$ cat src/rtl/demux1_4_reg.sv
// demux1_4_reg: 1-to-4 registered valid/ready stream demultiplexer.
// A single input stream is steered by in_sel to one of four lanes. Each lane
// owns a one-entry output register, so a stalled consumer only blocks beats
// addressed to its own lane.
//
// Optional feature macro: DEMUX_CNT_EN adds per-lane accepted-beat counters
// on lane_cnt (modulo 2^CNT_W). Without it the port and counters are absent.
//
// Ports:
//   clk        rising-edge clock
//   rst_n      asynchronous active-low reset
//   in_valid   input beat present
//   in_ready   combinational: selected lane can take a beat this cycle
//   in_data    input beat data (DATA_W)
//   in_sel     destination lane index
//   out_valid  bit k: lane k register holds a beat
//   out_ready  bit k: lane k consumer accepts
//   out_data   lane k data at [k*DATA_W +: DATA_W]
//   lane_cnt   lane k counter at [k*CNT_W +: CNT_W] (DEMUX_CNT_EN only)
module demux1_4_reg #(
  parameter int unsigned DATA_W = 8,
  parameter int unsigned CNT_W  = 16
) (
  input  logic                  clk,
  input  logic                  rst_n,
  input  logic                  in_valid,
  output logic                  in_ready,
  input  logic [DATA_W-1:0]     in_data,
  input  logic [1:0]            in_sel,
  output logic [3:0]            out_valid,
  input  logic [3:0]            out_ready,
  output logic [4*DATA_W-1:0]   out_data
`ifdef DEMUX_CNT_EN
  ,
  output logic [4*CNT_W-1:0]    lane_cnt
`endif
);

  localparam int unsigned LANES = 4;

  // Elaboration-time parameter sanity.
  if (DATA_W < 1) begin : g_bad_data_w
    $error("demux1_4_reg: DATA_W must be at least 1");
  end
  if (CNT_W < 1) begin : g_bad_cnt_w
    $error("demux1_4_reg: CNT_W must be at least 1");
  end

  logic [LANES-1:0]  valid_q;
  logic [DATA_W-1:0] data_q [LANES];
  logic [LANES-1:0]  lane_hit;
  logic [LANES-1:0]  lane_free;
  logic [LANES-1:0]  lane_load;
  logic              accept;

  // Lane decode and per-lane readiness; a lane is free when empty or draining.
  always_comb begin
    lane_hit  = '0;
    lane_free = '0;
    for (int k = 0; k < LANES; k++) begin
      lane_hit[k]  = (in_sel == 2'(k));
      lane_free[k] = ~valid_q[k] | out_ready[k];
    end
  end

  // in_ready deliberately has no path from in_valid.
  assign in_ready  = lane_free[in_sel];
  assign accept    = in_valid & in_ready;
  assign lane_load = lane_hit & {LANES{accept}};

  // Lane registers: load wins over drain, so drain+load keeps valid high.
  always_ff @(posedge clk or negedge rst_n) begin
    if (!rst_n) begin
      valid_q <= '0;
      for (int k = 0; k < LANES; k++) begin
        data_q[k] <= '0;
      end
    end else begin
      for (int k = 0; k < LANES; k++) begin
        if (lane_load[k]) begin
          data_q[k]  <= in_data;
          valid_q[k] <= 1'b1;
        end else if (valid_q[k] & out_ready[k]) begin
          valid_q[k] <= 1'b0;
        end
      end
    end
  end

  // Flatten lane registers onto the output bus.
  always_comb begin
    out_data = '0;
    for (int k = 0; k < LANES; k++) begin
      out_data[k*DATA_W +: DATA_W] = data_q[k];
    end
  end

  assign out_valid = valid_q;

`ifdef DEMUX_CNT_EN
  logic [CNT_W-1:0] cnt_q [LANES];

  // Accepted-beat counters, wrapping; updated on the same edge as the lane load.
  always_ff @(posedge clk or negedge rst_n) begin
    if (!rst_n) begin
      for (int k = 0; k < LANES; k++) begin
        cnt_q[k] <= '0;
      end
    end else begin
      for (int k = 0; k < LANES; k++) begin
        if (lane_load[k]) begin
          cnt_q[k] <= cnt_q[k] + CNT_W'(1);
        end
      end
    end
  end

  always_comb begin
    lane_cnt = '0;
    for (int k = 0; k < LANES; k++) begin
      lane_cnt[k*CNT_W +: CNT_W] = cnt_q[k];
    end
  end
`endif

endmodule

$ cat config.mk
export PLATFORM = sky130hd
export DESIGN_NAME = demux1_4_reg
export DESIGN_NICKNAME = d
export VERILOG_FILES = /design/src/rtl/demux1_4_reg.sv
export SDC_FILE = /design/constraint.sdc
export NUM_CORES = 1
export LEC_CHECK = 0
export ABC_CLOCK_PERIOD_IN_PS = 2200
export BUFFER_PORTS_ARGS = -buffer_cell sky130_fd_sc_hd__buf_2
export CAP_MARGIN = 25
export CORE_ASPECT_RATIO = 0.5
export CORE_MARGIN = 3
export CORE_UTILIZATION = 51
export DETAILED_ROUTE_END_ITERATION = 10
export PLACE_DENSITY = 0.84
export SYNTH_ARGS = -nofsm -noshare
export SYNTH_HDL_FRONTEND = slang
export SYNTH_SLANG_ARGS = --single-unit
$ cat constraint.sdc
create_clock -name clk -period 2.2 [get_ports clk]
set_clock_uncertainty 0.05 [all_clocks]
set_input_delay 0.44 -clock clk [delete_from_list [all_inputs] [get_ports clk]]
set_output_delay 0.44 -clock clk [all_outputs]
set_load 0.1 [all_outputs]
==> results of run 1 <==
## routing by layer
metal,GRT usage,vias to the layer above,share of wire
met5,0,-,0
met4,0.0303,0,0.0065
met3,0.0593,4,0.073
met2,0.309,33,0.51
met1,0.234,475,0.41
li1,-,430,-
## worst paths after layout
| path | startpoint | to | slack, ps | cells past startpoint |
|---|---|---|---|---|
| worst min register to register | out_data[20] | out_data[20] | 450 | 1 |
| min in group clk | in_data[3] | out_data[3] | 380 | 2 |
| worst max-delay path | out_valid[0] | in_ready | 220 | 3 |
| worst max register to register | out_valid[2] | out_data[22] | 630 | 3 |
| max in group asynchronous | rst_n | out_valid[1] | 1570 | 2 |
| worst min-delay path | rst_n | out_data[16] | 20 | 1 |
## cell usage after synthesis
master / number / share of area
buf_2: 2 / 0.0072
dfrtp_1: 36 / 0.65
o21ai_0: 1 / 0.0036
nand2b_1: 4 / 0.018
and3_1: 1 / 0.0045
nand2_1: 5 / 0.013
nand3_1: 1 / 0.0036
nor2b_1: 2 / 0.0090
nor3b_4: 1 / 0.013
mux4_2: 1 / 0.016
nand3b_2: 1 / 0.0081
mux2_2: 32 / 0.26
## cell type report
type                            count  area [sq um]
Fill cell                         165           553
Clock buffer                        7          96.3
Timing Repair Buffer               56           288
Multi-Input combinational cell     49           485
Sequential cell                    36           906
Tap cell                           35          43.8
Clock inverter                      1          30.0
## power by group through the flow
stage | combinational (W) | clock [W] | sequential [W]
floorplan | 0.000149 | 0 | 0.00183
global placement | 0.00132 | 0 | 0.000861
detailed placement | 0.00133 | 0 | 0.000868
CTS | 0.00133 | 0.000639 | 0.000856
global route | 0.00135 | 0.000675 | 0.000872
finish | 0.00133 | 0.000629 | 0.000855
## per-stage QoR
stage               worst slack (ps)  hold WS (ps)
global placement                 251           329
finish                           224          17.5
global route                     163          33.7
detailed placement               243           327
floorplan                        131          94.4
CTS                              214          24.5
## flip-flops by register name (all words and copies together) (netlist names)
name       flops
out_data      32
out_valid      4
## cells by family after synthesis
family	synth area share
AOI/OAI and AO/OA	0.00358
buffers and inverters	0.00717
DFF	0.645
muxes	0.274
and+or+nand+nor	0.0699
==> flow_summary_export.csv, run 1 <==
group,metric,value,unit
worst_setup_path,cp_slowest_cell,"mux4_2",
placed_design,dp_hpwl,2110,um
route,num_vias,942,
clock_network,clk_pin_slew_worst_paths,70,ps
placed_design,place_inst,176,
final_layout,post-route-util,0.770,
final_layout,num_antenna_cells,0,
worst_setup_path,path_max_fanout,3,
timing,setup_viol,0,
timing,slew_headroom,0.637,
route,ant_nets,0,
pwr,p_sw_frac,0.502,
pwr,p_switching,0.00141,W
timing,slew_violations,0,
global_route,antenna_found_initial,0,
clock_network,postCtsSetupBuffers,0,
global_route,grt_pass1_vias,929,
timing,finalHoldViolations,0,
final_layout,layout.cells.non_filler,184,
min_path,hp-class,"primary input to async pin",
floorplan,initial_core_util,0.581,
clock_network,cts_resized,0,
pwr,clkPwrFrac,0.224,
clock_network,clock_latency,280,ps
worst_setup_path,path_cells,"nand2b_1, mux4_2, buf_2",
worst_setup_path,cp-end-kind,"output port",
pwr,pwr_density_cell,1520,nW/um^2
route,wl_per_cell,15.8,um
clock_network,clock_sinks,36,
pwr,pwr-share-seq,0.304,
timing,fmax,506,MHz
floorplan,core_region_area,2400,sq um
synthesis,seq_area_frac_synth,0.645,
final_layout,nNetsFinal,165,
timing,period_share,0.898,
synthesis,yosys_warnings,0,
worst_setup_path,cpPeakStageDelay,450,ps
floorplan,rows,12,
floorplan,fp.dieH,43,um
synthesis,syn-cell-area,1400,sq um
clock_network,cts_buffers,5,
clock_network,htreeDepth,2,
final_layout,drive_gt1_frac,0.691,
route,firstDrtPassIters,4,
clock_network,cts_tree,"yes",
global_route,grt_max_degree,19,
pwr,vdd_drop_max,1.04,mV
global_route,grt_usage,0.183,
worst_setup_path,crit_path_start_kind,"register",
route,drc_errors,0,
placed_design,routabilityCongestion,0.805,
worst_setup_path,crit_type,"register to output port",
global_route,gr-total-overflow,0,
worst_setup_path,cpLargestDelayFamily,"multiplexers",
floorplan,die-area,3440,sq um
timing,min_period,1980,ps
clock_network,ctsLongestPathBuffers,2,
clock_network,clockRootBuffer,"clkbuf_8",
worst_setup_path,critPathBufInv,1,
pwr,p_int,0.00140,W
floorplan,die_w,80,um
status,outcome,"complete, no violations",
synthesis,synth.lib_cells_used.distinct,12,
run,maxCapViolCount,0,
floorplan,boundaryPins,54,
pwr,power,0.00281,W
route,drtIter0Drc,18,
pwr,comb_power_share,0.472,
timing,tns,0,ps
placed_design,placed_cell_area,1720,sq um
final_layout,syn_to_final_growth,32.4,%
final_layout,mostFrequentLayoutCell,"buf_2",
final_layout,final_area,1850,sq um
route,viasPerCell,5.12,
route,routed_wl,2910,um
synthesis,syn-num-nets,104,
synthesis,synth_seq_cells,36,
placed_design,io_buffers,53,
pwr,power.leakage,0.898,nW
synthesis,netlist_instances,87,
final_layout,layout_common_cells,"53 x buf_2, 32 x mux2_2, 32 x dfrtp_1",
clock_network,hold_buffers,0,
synthesis,syn_avg_cell_area,16.0,sq um
timing,rsz0062_at_grt,"false",
global_route,grt_pass1_wl,4660,um
worst_setup_path,cp_data_arrival_time,1490,ps
worst_setup_path,critPathRequiredTime,1710,ps
timing,tightest_slew,543,ps
Power figures use the tool's default switching activity.
==> run 2, diff against run 1 <==
==> constraint.sdc (replaced) <==
create_clock -name clk -period 2.2 [get_ports clk]
set_clock_uncertainty 0.05 [all_clocks]
set_input_delay 0.44 -clock clk [delete_from_list [all_inputs] [get_ports clk]]
set_output_delay 0.44 -clock clk [all_outputs]
set_load 0.005 [all_outputs]
==> flow_summary_export.csv, run 2 (synthesis gave the netlist of run 1 again) <==
group,metric,value,unit
timing,tns,0,ps
timing,rsz0062_at_grt,"false",
floorplan,fp.dieH,43,um
worst_setup_path,path_cells,"nand2b_1, mux4_2, buf_2",
pwr,pwr_density_cell,915,nW/um^2
timing,tightest_slew,774,ps
route,num_vias,931,
global_route,gr-total-overflow,0,
route,routed_wl,2860,um
floorplan,initial_core_util,0.581,
run,maxCapViolCount,0,
clock_network,postCtsSetupBuffers,0,
worst_setup_path,cp_data_arrival_time,1330,ps
worst_setup_path,crit_type,"register to output port",
worst_setup_path,path_max_fanout,3,
final_layout,largest_reg_flops,32,
final_layout,mostFrequentLayoutCell,"buf_2",
clock_network,clk_pin_slew_worst_paths,70,ps
route,ant_nets,0,
worst_setup_path,crit_path_start_kind,"register",
global_route,grt_pass1_wl,4630,um
floorplan,die_w,80,um
worst_setup_path,critPathBufInv,1,
timing,min_period,1820,ps
status,outcome,"complete, no violations",
timing,slew_headroom,0.484,
floorplan,boundaryPins,54,
global_route,grt_pass1_vias,957,
worst_setup_path,critPathRequiredTime,1710,ps
clock_network,cts_tree,"yes",
final_layout,nNetsFinal,163,
final_layout,num_antenna_cells,0,
global_route,grt_max_degree,37,
timing,fmax,548,MHz
timing,slew_violations,0,
floorplan,rows,12,
clock_network,htreeDepth,2,
pwr,vdd_drop_max,0.618,mV
placed_design,routabilityCongestion,0.789,
placed_design,io_buffers,53,
clock_network,cts_resized,0,
route,drc_errors,0,
route,viasPerCell,5.14,
min_path,hp-class,"primary input to async pin",
final_layout,drive_gt1_frac,0.651,
final_layout,syn_to_final_growth,27.5,%
clock_network,clock_sinks,36,
clock_network,clockRootBuffer,"clkbuf_8",
floorplan,core_region_area,2400,sq um
timing,setup_viol,0,
timing,finalHoldViolations,0,
pwr,power.leakage,0.871,nW
global_route,antenna_found_initial,0,
route,wl_per_cell,15.8,um
final_layout,layout_common_cells,"53 x buf_2, 36 x dfrtp_1, 32 x mux2_2",
clock_network,clock_latency,280,ps
worst_setup_path,cp-end-kind,"output port",
worst_setup_path,cpPeakStageDelay,460,ps
timing,period_share,0.829,
route,drtIter0Drc,41,
clock_network,cts_buffers,5,
placed_design,pre_cts_ws,380,ps
route,firstDrtPassIters,4,
clock_network,hold_buffers,0,
worst_setup_path,cpLargestDelayFamily,"multiplexers",
floorplan,die-area,3440,sq um
global_route,grt_usage,0.182,
clock_network,ctsLongestPathBuffers,2,
worst_setup_path,cp_slowest_cell,"mux4_2",
timing,finalWorstSetupSlack,376,ps
run 2: path summary, 6_finish.rpt:
kind                         startpoint           end  slack (ps)  cells after the start
setup / recovery           out_valid[0]      in_ready         380                      3
hold / removal                    rst_n  out_data[30]         180                      1
setup reg to reg           out_valid[2]  out_data[19]         640                      3
hold reg to reg            out_data[18]  out_data[18]         450                      1
max in group asynchronous         rst_n  out_data[24]        1420                      1
min in group clk             in_data[2]  out_data[26]         380                      2
run 2: cell type report:
cell class / count / area (sq um)
clock buffer: 6 / 72.6
clock inverter: 1 / 5.00
fill: 165 / 622
multi-input combinational: 49 / 485
sequential: 36 / 901
tap: 35 / 43.8
timing repair buffer: 54 / 273
run 2: metal layers:
metal | GRT usage | wire [um] | up-vias | part of all wire
li1 | - | - | 426 | -
met1 | 0.219 | 1220 | 476 | 0.43
met2 | 0.309 | 1430 | 29 | 0.50
met3 | 0.0678 | 209 | 0 | 0.073
met4 | 0.0505 | 0 | 0 | 0
met5 | 0 | 0 | - | 0
run 2: power by group:
group          leakage [nW]  total [W]  internal [W]  switching [W]
Sequential            0.431   0.000855      0.000792      0.0000627
Clock                0.0410   0.000434      0.000215       0.000219
Combinational         0.399   0.000340      0.000201       0.000139
Total                 0.871    0.00163       0.00121       0.000421
run 2: per-stage QoR:
step / utilization / hold slack [ps] / std cells / total power (W) / cell area (sq um)
2_1_floorplan: - / 94.4 / 87 / 0.00101 / 1400
3_3_place_gp: 0.709 / 433 / 174 / 0.00119 / 1700
3_5_place_dp: 0.709 / 440 / 174 / 0.00121 / 1700
4_1_cts: 0.741 / 209 / 181 / 0.00164 / 1780
5_1_grt: 0.741 / 243 / 181 / 0.00172 / 1780
6_report: 0.741 / 183 / 181 / 0.00163 / 1780
